==> src/rtl/crc16_pkg.sv <==
// Shared CRC-16 (x^16+x^15+x^2+1) constants, FSM state type and LFSR step
// function used by the serial CRC-16 checker and encoder.
package crc16_pkg;

  localparam int          CRC16_W    = 16;
  localparam logic [15:0] CRC16_POLY = 16'h8005;
  localparam logic [15:0] CRC16_INIT = 16'h0000;

  typedef enum logic [1:0] {
    IDLE = 2'd0,
    DATA = 2'd1,
    CRC  = 2'd2,
    DONE = 2'd3
  } state_e;

  function automatic logic [CRC16_W-1:0] crc16_step(input logic [CRC16_W-1:0] crc,
                                                     input logic               b);
    logic fb;
    fb = crc[CRC16_W-1] ^ b;
    return {crc[CRC16_W-2:0], 1'b0} ^ (fb ? CRC16_POLY : 16'h0000);
  endfunction

endpackage

==> src/rtl/crc16_serial_check_if.sv <==
// Stream and result signals of the serial CRC-16 checker.
// Optional byte output ports exist only when CRC16_CHECK_BYTE_OUT_EN is defined.
interface crc16_serial_check_if #(
  parameter int LEN_W = 16
);
  import crc16_pkg::*;

  // Stream: a bit is transferred on every rising edge where bit_valid=1; there is
  // no backpressure. start/data_last are only sampled together with bit_valid.
  logic              start;
  logic              bit_valid;
  logic              bit_in;
  logic              data_last;

  logic              busy;
  logic              done;
  logic              crc_ok;
  logic              crc_err;
  logic              len_err;
  logic [15:0]       calc_crc;
  logic [15:0]       rx_crc;
  logic [LEN_W-1:0]  data_len;
  state_e            state;
`ifdef CRC16_CHECK_BYTE_OUT_EN
  logic [7:0]        data_byte;
  logic              byte_valid;
`endif

  modport master (
    output start, bit_valid, bit_in, data_last,
    input  busy, done, crc_ok, crc_err, len_err, calc_crc, rx_crc, data_len, state
`ifdef CRC16_CHECK_BYTE_OUT_EN
    , input data_byte, byte_valid
`endif
  );

  modport slave (
    input  start, bit_valid, bit_in, data_last,
    output busy, done, crc_ok, crc_err, len_err, calc_crc, rx_crc, data_len, state
`ifdef CRC16_CHECK_BYTE_OUT_EN
    , output data_byte, byte_valid
`endif
  );

endinterface

==> src/rtl/crc16_serial_lfsr.sv <==
// 16-bit serial CRC register: clr restarts from CRC16_INIT, en absorbs bit_in.
// With clr and en together the bit is absorbed into a freshly cleared register.
module crc16_serial_lfsr
  import crc16_pkg::*;
(
  input  logic               clk,
  input  logic               rst,
  input  logic               clr,
  input  logic               en,
  input  logic               bit_in,
  output logic [CRC16_W-1:0] crc
);

  always_ff @(posedge clk or negedge rst) begin
    if (!rst) begin
      crc <= CRC16_INIT;
    end else if (en) begin
      crc <= crc16_step(clr ? CRC16_INIT : crc, bit_in);
    end else if (clr) begin
      crc <= CRC16_INIT;
    end
  end

endmodule

==> src/rtl/crc16_serial_check.sv <==
// Serial CRC-16 checker: recomputes the CRC over the data bits and compares it
// with the trailing 16-bit field. Byte output enabled by CRC16_CHECK_BYTE_OUT_EN.
module crc16_serial_check
  import crc16_pkg::*;
#(
  parameter int MAX_DATA_BITS = 4096,
  parameter int LEN_W         = 16
)(
  input  logic clk,
  input  logic rst,
  crc16_serial_check_if.slave bus
);

  localparam logic [LEN_W-1:0] MAX_LEN = LEN_W'(MAX_DATA_BITS);

  state_e               state, state_next;
  logic                 accept;
  logic                 lfsr_clr;
  logic                 lfsr_en;
  logic                 ovf_hit;
  logic [CRC16_W-1:0]   lfsr;
  logic [3:0]           crc_cnt;
  logic [LEN_W-1:0]     data_len;
  logic [CRC16_W-1:0]   rx_crc;
  logic                 ovf;
  logic                 busy_q;
  logic                 done_q;
  logic                 crc_ok_q;
  logic                 crc_err_q;
  logic                 len_err_q;

  crc16_serial_lfsr u_lfsr (
    .clk    (clk),
    .rst    (rst),
    .clr    (lfsr_clr),
    .en     (lfsr_en),
    .bit_in (bus.bit_in),
    .crc    (lfsr)
  );

  assign accept = (state == IDLE) && bus.start && bus.bit_valid;

  always_comb begin
    state_next = state;
    lfsr_clr   = 1'b0;
    lfsr_en    = 1'b0;
    ovf_hit    = 1'b0;
    case (state)
      IDLE: begin
        if (accept) begin
          lfsr_clr   = 1'b1;
          lfsr_en    = 1'b1;
          state_next = bus.data_last ? CRC : DATA;
        end
      end
      DATA: begin
        if (bus.bit_valid) begin
          // A bit beyond MAX_DATA_BITS aborts the frame even if it carries data_last.
          if (data_len == MAX_LEN) begin
            ovf_hit    = 1'b1;
            state_next = DONE;
          end else begin
            lfsr_en = 1'b1;
            if (bus.data_last) state_next = CRC;
          end
        end
      end
      CRC: begin
        if (bus.bit_valid && (crc_cnt == 4'd15)) state_next = DONE;
      end
      DONE: state_next = IDLE;
      default: state_next = IDLE;
    endcase
  end

  always_ff @(posedge clk or negedge rst) begin
    if (!rst) begin
      state     <= IDLE;
      busy_q    <= 1'b0;
      done_q    <= 1'b0;
      crc_ok_q  <= 1'b0;
      crc_err_q <= 1'b0;
      len_err_q <= 1'b0;
      ovf       <= 1'b0;
      crc_cnt   <= 4'd0;
      data_len  <= '0;
      rx_crc    <= '0;
    end else begin
      state  <= state_next;
      busy_q <= (state_next != IDLE);
      done_q <= (state == DONE);
      if (accept) begin
        data_len  <= LEN_W'(1);
        rx_crc    <= '0;
        crc_ok_q  <= 1'b0;
        crc_err_q <= 1'b0;
        len_err_q <= 1'b0;
        ovf       <= 1'b0;
        crc_cnt   <= 4'd0;
      end else begin
        case (state)
          DATA: begin
            if (ovf_hit)      ovf      <= 1'b1;
            else if (lfsr_en) data_len <= data_len + LEN_W'(1);
          end
          CRC: begin
            if (bus.bit_valid) begin
              rx_crc  <= {rx_crc[CRC16_W-2:0], bus.bit_in};
              crc_cnt <= crc_cnt + 4'd1;
            end
          end
          DONE: begin
            if (ovf) begin
              len_err_q <= 1'b1;
              crc_err_q <= 1'b1;
              crc_ok_q  <= 1'b0;
            end else begin
              crc_ok_q  <= (rx_crc == lfsr);
              crc_err_q <= (rx_crc != lfsr);
            end
          end
          default: ;
        endcase
      end
    end
  end

  assign bus.busy     = busy_q;
  assign bus.done     = done_q;
  assign bus.crc_ok   = crc_ok_q;
  assign bus.crc_err  = crc_err_q;
  assign bus.len_err  = len_err_q;
  assign bus.calc_crc = lfsr;
  assign bus.rx_crc   = rx_crc;
  assign bus.data_len = data_len;
  assign bus.state    = state;

`ifdef CRC16_CHECK_BYTE_OUT_EN
  logic [7:0] byte_acc;
  logic [2:0] byte_cnt;
  logic [2:0] byte_base;
  logic [7:0] byte_next;
  logic       byte_emit;
  logic [7:0] data_byte_q;
  logic       byte_valid_q;

  // Accepted start restarts the deserializer with the frame's first bit.
  assign byte_base = lfsr_clr ? 3'd0 : byte_cnt;
  assign byte_next = (lfsr_clr ? 8'h00 : byte_acc) | ({bus.bit_in, 7'b0} >> byte_base);
  assign byte_emit = bus.data_last || (byte_base == 3'd7);

  always_ff @(posedge clk or negedge rst) begin
    if (!rst) begin
      byte_acc     <= 8'h00;
      byte_cnt     <= 3'd0;
      data_byte_q  <= 8'h00;
      byte_valid_q <= 1'b0;
    end else begin
      byte_valid_q <= 1'b0;
      if (lfsr_en) begin
        if (byte_emit) begin
          data_byte_q  <= byte_next;
          byte_valid_q <= 1'b1;
          byte_acc     <= 8'h00;
          byte_cnt     <= 3'd0;
        end else begin
          byte_acc <= byte_next;
          byte_cnt <= byte_base + 3'd1;
        end
      end else if (lfsr_clr) begin
        byte_acc <= 8'h00;
        byte_cnt <= 3'd0;
      end
    end
  end

  assign bus.data_byte  = data_byte_q;
  assign bus.byte_valid = byte_valid_q;
`endif

endmodule

==> src/flat_wrapper.sv <==
// flat-port wrapper written by rule: the top's interface ports become plain ports
module crc16_serial_check_flat import crc16_pkg::*;
#(
  parameter int MAX_DATA_BITS = 4096,
  parameter int LEN_W         = 16
)
  (clk, rst, bus_start, bus_bit_valid, bus_bit_in, bus_data_last, bus_busy, bus_done, bus_crc_ok, bus_crc_err, bus_len_err, bus_calc_crc, bus_rx_crc, bus_data_len, bus_state);
  crc16_serial_check_if #(.LEN_W(LEN_W)) bus_i ();
  input  logic clk;
  input  logic rst;
  input wire logic [$bits(bus_i.start)-1:0] bus_start;
  input wire logic [$bits(bus_i.bit_valid)-1:0] bus_bit_valid;
  input wire logic [$bits(bus_i.bit_in)-1:0] bus_bit_in;
  input wire logic [$bits(bus_i.data_last)-1:0] bus_data_last;
  output wire logic [$bits(bus_i.busy)-1:0] bus_busy;
  output wire logic [$bits(bus_i.done)-1:0] bus_done;
  output wire logic [$bits(bus_i.crc_ok)-1:0] bus_crc_ok;
  output wire logic [$bits(bus_i.crc_err)-1:0] bus_crc_err;
  output wire logic [$bits(bus_i.len_err)-1:0] bus_len_err;
  output wire logic [$bits(bus_i.calc_crc)-1:0] bus_calc_crc;
  output wire logic [$bits(bus_i.rx_crc)-1:0] bus_rx_crc;
  output wire logic [$bits(bus_i.data_len)-1:0] bus_data_len;
  output wire logic [$bits(bus_i.state)-1:0] bus_state;
  assign bus_i.start = bus_start;
  assign bus_i.bit_valid = bus_bit_valid;
  assign bus_i.bit_in = bus_bit_in;
  assign bus_i.data_last = bus_data_last;
  assign bus_busy = bus_i.busy;
  assign bus_done = bus_i.done;
  assign bus_crc_ok = bus_i.crc_ok;
  assign bus_crc_err = bus_i.crc_err;
  assign bus_len_err = bus_i.len_err;
  assign bus_calc_crc = bus_i.calc_crc;
  assign bus_rx_crc = bus_i.rx_crc;
  assign bus_data_len = bus_i.data_len;
  assign bus_state = bus_i.state;
  crc16_serial_check #(.MAX_DATA_BITS(MAX_DATA_BITS), .LEN_W(LEN_W)) u_core (.clk(clk), .rst(rst), .bus(bus_i));
endmodule
==> config.mk <==
export PLATFORM = sky130hd
export DESIGN_NAME = crc16_serial_check_flat
export DESIGN_NICKNAME = d
export VERILOG_FILES = /design/src/rtl/crc16_pkg.sv /design/src/rtl/crc16_serial_check_if.sv /design/src/rtl/crc16_serial_lfsr.sv /design/src/rtl/crc16_serial_check.sv /design/src/flat_wrapper.sv
export SDC_FILE = /design/constraint.sdc
export NUM_CORES = 1
export LEC_CHECK = 0
export BUFFER_PORTS_ARGS = -buffer_cell sky130_fd_sc_hd__buf_4
export CORE_UTILIZATION = 35
export CTS_BUF_LIST = sky130_fd_sc_hd__clkbuf_8
export DETAILED_ROUTE_END_ITERATION = 7
export GPL_ROUTABILITY_DRIVEN = 0
export HOLD_SLACK_MARGIN = 0.03
export PLACE_DENSITY = 0.57
export REMOVE_ABC_BUFFERS = 1
export SETUP_SLACK_MARGIN = 0.5
export SLEW_MARGIN = 20
export SYNTH_ARGS = -nofsm -noshare
export SYNTH_HDL_FRONTEND = slang
export SYNTH_SLANG_ARGS = --single-unit
==> constraint.sdc <==
create_clock -name clk -period 1.6 [get_ports clk]
set_clock_uncertainty 0.1 [all_clocks]
set_input_delay 0.4 -clock clk [delete_from_list [all_inputs] [get_ports clk]]
set_output_delay 0.4 -clock clk [all_outputs]
set_load 0.05 [all_outputs]
# After elaboration in Yosys (flattened, before gate mapping)
# Index checks and enable logic that the tools add are counted.
dict set report word_totals {
  regBits 60
  inputBits 6
  output_inout_bits 55
  word_cells 79
}
dict set report classes {
  n_addsub 2
  eq_ne 8
  n_mux 40
  bitwise 2
  n_reduce_logical 16
}
# op count
set ops {}
lappend ops {{16-bit two-way mux} 10}
lappend ops {{1-bit two-way mux} 19}
lappend ops {{16-bit by 1-bit adder with 16-bit output (second input constant)} 1}
lappend ops {{16-bit by 13-bit == test with 1-bit output (second input constant)} 1}
lappend ops {{16-bit == test} 1}
lappend ops {{16-bit inequality test} 1}
lappend ops {{2-bit nonzero test} 8}
lappend ops {{16-bit XOR} 1}
lappend ops {{2-bit two-way mux} 6}
lappend ops {{4-bit two-way mux} 3}
lappend ops {{2-bit case mux with 4 select lines} 1}
lappend ops {{2-bit AND reduction} 3}
lappend ops {{4-bit by 1-bit adder with 4-bit output (second input constant)} 1}
lappend ops {{2-bit == test (second input constant)} 2}
lappend ops {{4-bit == test (second input constant)} 1}
lappend ops {{1-bit logical AND} 3}
lappend ops {{3-bit AND reduction} 1}
lappend ops {{2-bit by 1-bit == test with 1-bit output (second input constant)} 1}
lappend ops {{2-bit zero test} 1}
lappend ops {{2-bit by 1-bit inequality test with 1-bit output (second input constant)} 1}
lappend ops {{1-bit case mux with 2 select lines} 1}
lappend ops {{1-bit XOR} 1}

# Logic depth before layout (Yosys ltp)
dict set report depth {
  ltp_word 10
  ltp_mapped 8
  ltp_nobuf 7
}

# Modules after synthesis
# From an unflattened synthesis, not the netlist that was laid out.
dict set report unflattened {
  cells_unflattened 296
  area_unflattened_um2 2911.5
}
# module instances cells_per_inst area_each_um2 seq_area_each_um2
set by_module_without_submodules {}
lappend by_module_without_submodules {crc16_serial_check 1 232 2199.6 1101.1}
lappend by_module_without_submodules {crc16_serial_lfsr 1 64 711.9 400.4}

# Worst setup path after synthesis
# No wires, ideal clock.
dict set report synth_timing {
  path_type {register -> register}
  from {register u_core.data_len[1], in the netlist u_core.bus.data_len[1]}
  to {register u_core.data_len[0], in the netlist u_core.bus.data_len[0]}
  setup_ps 151
  t_arrival_ps 1760
  required_ps 1349
  slack_ps -412
  path_stages_with_launch 9
  path_cell_list {dfrtp_1 > inv_1 > ha_1 > nor4b_2 > nand4_2 > and2_4 > buf_6 > nor3_1 > a21oi_1}
}
dict set report synth_between {
  elab_chain_cells 6
  word_cells_on_any_way 10
  cone_classes {eq/ne: 2; mux: 6; reduce/logical: 2}
}
# element line_no
set synth_lines {}
lappend synth_lines {{start, declared} crc16_serial_check.sv:23} ;# logic [LEN_W-1:0] data_len;
lappend synth_lines {{start signal, assigned} crc16_serial_check.sv:104} ;# else if (lfsr_en) data_len <= data_len + LEN_W'(1);
lappend synth_lines {{16-bit by 13-bit == test with 1-bit output (*)} crc16_serial_check.sv:59} ;# if (data_len == MAX_LEN) begin
lappend synth_lines {{1-bit two-way mux} crc16_serial_check.sv:59}
lappend synth_lines {{1-bit two-way mux} crc16_serial_check.sv:57} ;# if (bus.bit_valid) begin
lappend synth_lines {{1-bit case mux with 2 select lines or 1-bit two-way mux (tied branches)} crc16_serial_check.sv:48} ;# case (state)
lappend synth_lines {{2-bit nonzero test (no source line) or 2-bit by 1-bit inequality test with 1-bit output (tied branches)} n/a}
lappend synth_lines {{3-bit AND reduction (no source line) (*)} n/a}
# Every way passes the cells marked *; elsewhere a longest branch is shown, timed or not.
# A chain may end at the register's enable or synchronous reset.

# Final worst setup path
dict set report layout_timing {
  from {register u_core.data_len[1], in the netlist u_core.bus.data_len[1]}
  to {register u_core.u_lfsr.crc[7]}
}
dict set report layout_between {
  elab_chain_cells 5
}
# element line_no
set layout_lines {}
lappend layout_lines {{16-bit by 13-bit == test with 1-bit output} crc16_serial_check.sv:59}
lappend layout_lines {{1-bit two-way mux} crc16_serial_check.sv:59}
lappend layout_lines {{1-bit two-way mux} crc16_serial_check.sv:57}
lappend layout_lines {{1-bit case mux with 2 select lines} crc16_serial_check.sv:48}
lappend layout_lines {{16-bit two-way mux} crc16_serial_lfsr.sv:17} ;# end else if (en) begin
lappend layout_lines {{end signal, assigned} crc16_serial_lfsr.sv:18} ;# crc <= crc16_step(clr ? CRC16_INIT : crc, bit_in);
lappend layout_lines {{end, declared} crc16_serial_lfsr.sv:11} ;# output logic [CRC16_W-1:0] crc
# Every way passes these cells.

==> run summary <==
#FFs+latches synth = 60
failing checks = hold timing, setup timing
Setup TNS = -7.94 ns
warnings from Yosys = 0
Worst Path Max Fanout = 8
maximum clock rate = 524 MHz
CP max stage cell = dfrtp_1
Synth cell types = 45
global-route wire length before repair = 17300 µm
die height = 93.7 µm
cells after synthesis = 312
worst path cell trace = inv_2, ha_4, nor4b_4, nand4_2, buf_6, nand2_4, buf_12, nand2_1, a21oi_2
Slew HR = 73.9%
DIE AREA = 0.00879 mm²
clock tree from TritonCTS = yes
crit start category = register
Max-Cap Viols = 0
critical path's top delay family = simple AND/OR/NAND/NOR gates
PnR worst setup slack = -0.307 ns
CP Buf/Inv Count = 3
number of instances in the placed design = 533
fillers = 460
commonest non-fill, non-tap cells in the layout = 94 x buf_4, 73 x buf_6, 64 x nand2_1, 53 x dfrtp_1, 43 x buf_8
effective utilization at floorplan = 36.0%
initial antenna violation count = 0
Clk pin slew, worst setup/hold paths = 0.08 ns
Worst Setup End Kind = register
CTS root buf = clkbuf_8
ant diodes = 0
Seq/Total Area, Yosys = 51.0%
DR vias = 3426
Detail Placement HPWL = 5750 µm
GRT Total Usage = 26.7%
DRC viols = 0
Skew-Pair Late Insertion Delay = 0.37 ns
commonest non-fill, non-tap cell in the layout = buf_4
Pins Over Slew Limit = 0
Final period util = 119%
Final Hold Viols = 24
Worst R2R Path Depth = 9
Avg WL per Cell = 19.2 µm
cts bufs inserted = 9
Core Util, Final = 75.8%
dpl ws = -0.322 ns
Die X = 93.7 µm
Post-synth EDFFs = 0
predominant post-synthesis flop cell = dfrtp_1
Data arrival, critical path = 2.10 ns
outcome = finished, violations left
I/O Pins = 61
Worst Max-Slew Pin Slew = 0.391 ns
Layout area overhead = 110%
power per cell area = 1250 mW/mm²
Async SR Flop Fraction = 100%
HP Class = input pin to asynchronous set/reset pin
share of layout cells above drive strength 1 = 62.7%
CTS sink count = 60
largest net degree at the start of global routing = 29
final WL = 12300 µm
reg2reg start = u_core.bus.data_len[1]
number of DRC markers in iteration 0 = 176
multi-input logic area = 0.00179 mm²
DRT antenna net count = 0
Worst Path Class, Setup = register to register
count of final setup violators = 62
fin area = 0.00619 mm²
CP peak stage delay = 0.40 ns
CTS H-tree lvls = 3
worst vdd ir = 1.22 mV
Crit Reg-Reg Endpoint = u_core.u_lfsr.crc[7]
RSZ-0062 raised after global routing = yes
Core Region = 0.00818 mm²
final-stage net count = 540
Period minus WS final = 1.91 ns
hold_ws = -0.153 ns
drt via density = 5.34
CTS Buffer Depth = 2
vias in the first global route = 3398
row cnt = 33
cell area after placement = 0.00405 mm²
Req. time, crit path = 1.79 ns
synthesized area = 0.00295 mm²
R2R setup slack = -0.31 ns
Seq. cell area = 0.00151 mm²
total grt overflow = 0
syn avg cell area = 9.44 µm²
I/O Buffers = 60
filler-free cell count of the finished design = 641
Leak Pwr = 2.93 nW
Pre-antenna DRT Iters = 6
==> what timing repair did <==
| action | in CTS | in global routing |
|---|---|---|
| endpoints found under the setup margin | 114 | 114 |
| gates cloned | 7 | 0 |
| pin swaps | 30 | 36 |
| hold endpoints to repair | 24 | 24 |
| setup buffers | 67 | 18 |
| gates resized for setup | 222 | 55 |
==> how the worst max path moves through the flow <==
stage / from / to / slack (ns) / cells past startpoint
CTS: u_core.bus.data_len[1] / u_core.u_lfsr.crc[0] / -0.24 / 9
global placement: u_core.bus.data_len[1] / u_core.u_lfsr.crc[0] / -0.21 / 8
detailed placement: u_core.bus.data_len[1] / u_core.u_lfsr.crc[2] / -0.32 / 7
global route: u_core.bus.data_len[1] / u_core.u_lfsr.crc[0] / -0.42 / 9
finish: u_core.bus.data_len[1] / u_core.u_lfsr.crc[7] / -0.31 / 9
floorplan: u_core.bus.state[0] / u_core.u_lfsr.crc[0] / -3.54 / 3
==> layer usage <==
layer | vias up | part of all wire (%) | GRT usage, %
met5 | - | 0 | 0
met4 | 0 | 2.8 | 10.3
met3 | 39 | 5.2 | 6.15
met2 | 135 | 50 | 44.3
met1 | 1746 | 42 | 33.7
li1 | 1506 | - | -
==> cell type report <==
cell class	count	share of cell area, %
clock buffer	9	2.00
tap	105	2.12
sequential	60	24.4
inverter	9	0.545
multi-input combinational	227	28.8
clock inverter	7	1.60
timing repair buffer	224	40.5
==> state kept, by name, indices dropped and copies added, names as in the netlist <==
name	cells
u_core.bus.data_len	16
u_core.bus.rx_crc	16
u_core.u_lfsr.crc	16
u_core.crc_cnt	4
u_core.bus.state	2
u_core.bus.busy	1
u_core.bus.crc_err	1
u_core.bus.crc_ok	1
u_core.bus.done	1
u_core.bus.len_err	1
u_core.ovf	1
==> synth_stat cells, types with 2 or more instances <==
master / number / share of area (%)
nand4_2: 2 / 0.85
xor2_1: 19 / 5.6
nor2_1: 16 / 2.0
buf_2: 5 / 0.85
a21oi_1: 37 / 6.3
inv_1: 9 / 1.1
nand3_1: 7 / 1.2
dfrtp_1: 60 / 51
nand4_1: 7 / 1.5
nor3_1: 7 / 1.2
nand4b_1: 2 / 0.59
o211ai_1: 3 / 0.76
o21ai_0: 6 / 1.0
buf_6: 2 / 0.76
nor4_1: 3 / 0.64
mux2i_1: 2 / 0.68
or3_1: 5 / 1.1
nand2_1: 72 / 9.2
clkbuf_1: 8 / 1.0
and3_1: 2 / 0.42
ha_1: 3 / 1.3
and2_1: 2 / 0.42
xnor2_1: 9 / 2.7
and4_1: 3 / 0.89
==> worst reg2reg max path, delay by kind of cell (launching register included) <==
family | cells | cell delay (ns)
AO/OA/AOI/OAI | 1 | 0.18
adder cells (fa/ha/maj) | 1 | 0.12
buffers and inverters | 3 | 0.39
flip-flops | 1 | 0.40
AND/OR/NAND/NOR | 4 | 0.64
==> power breakdown <==
part / switching [W] / internal (W)
combinational: 0.00210 / 0.00206
sequential: 0.000250 / 0.00175
clock: 0.000716 / 0.000884
total: 0.00307 / 0.00468
==> kinds of logic after synthesis <==
logic type      Yosys count  synth area share [%]
xor+xnor                 28                  8.33
mux                       2                 0.680
simple gates            141                  24.6
compound gates           53                  10.1
fa+ha+maj                 3                  1.27
flops                    60                  51.0
buf+inv                  25                  4.04
==> metrics by stage <==
step | hold slack, ns | total power (W)
3_3_place_gp | 0.243 | 0.00432
3_5_place_dp | 0.243 | 0.00436
6_report | -0.153 | 0.00775
2_1_floorplan | 0.00441 | 0.00330
5_1_grt | -0.137 | 0.00801
4_1_cts | -0.146 | 0.00716
No activity file was read; power rests on OpenSTA's default activity.
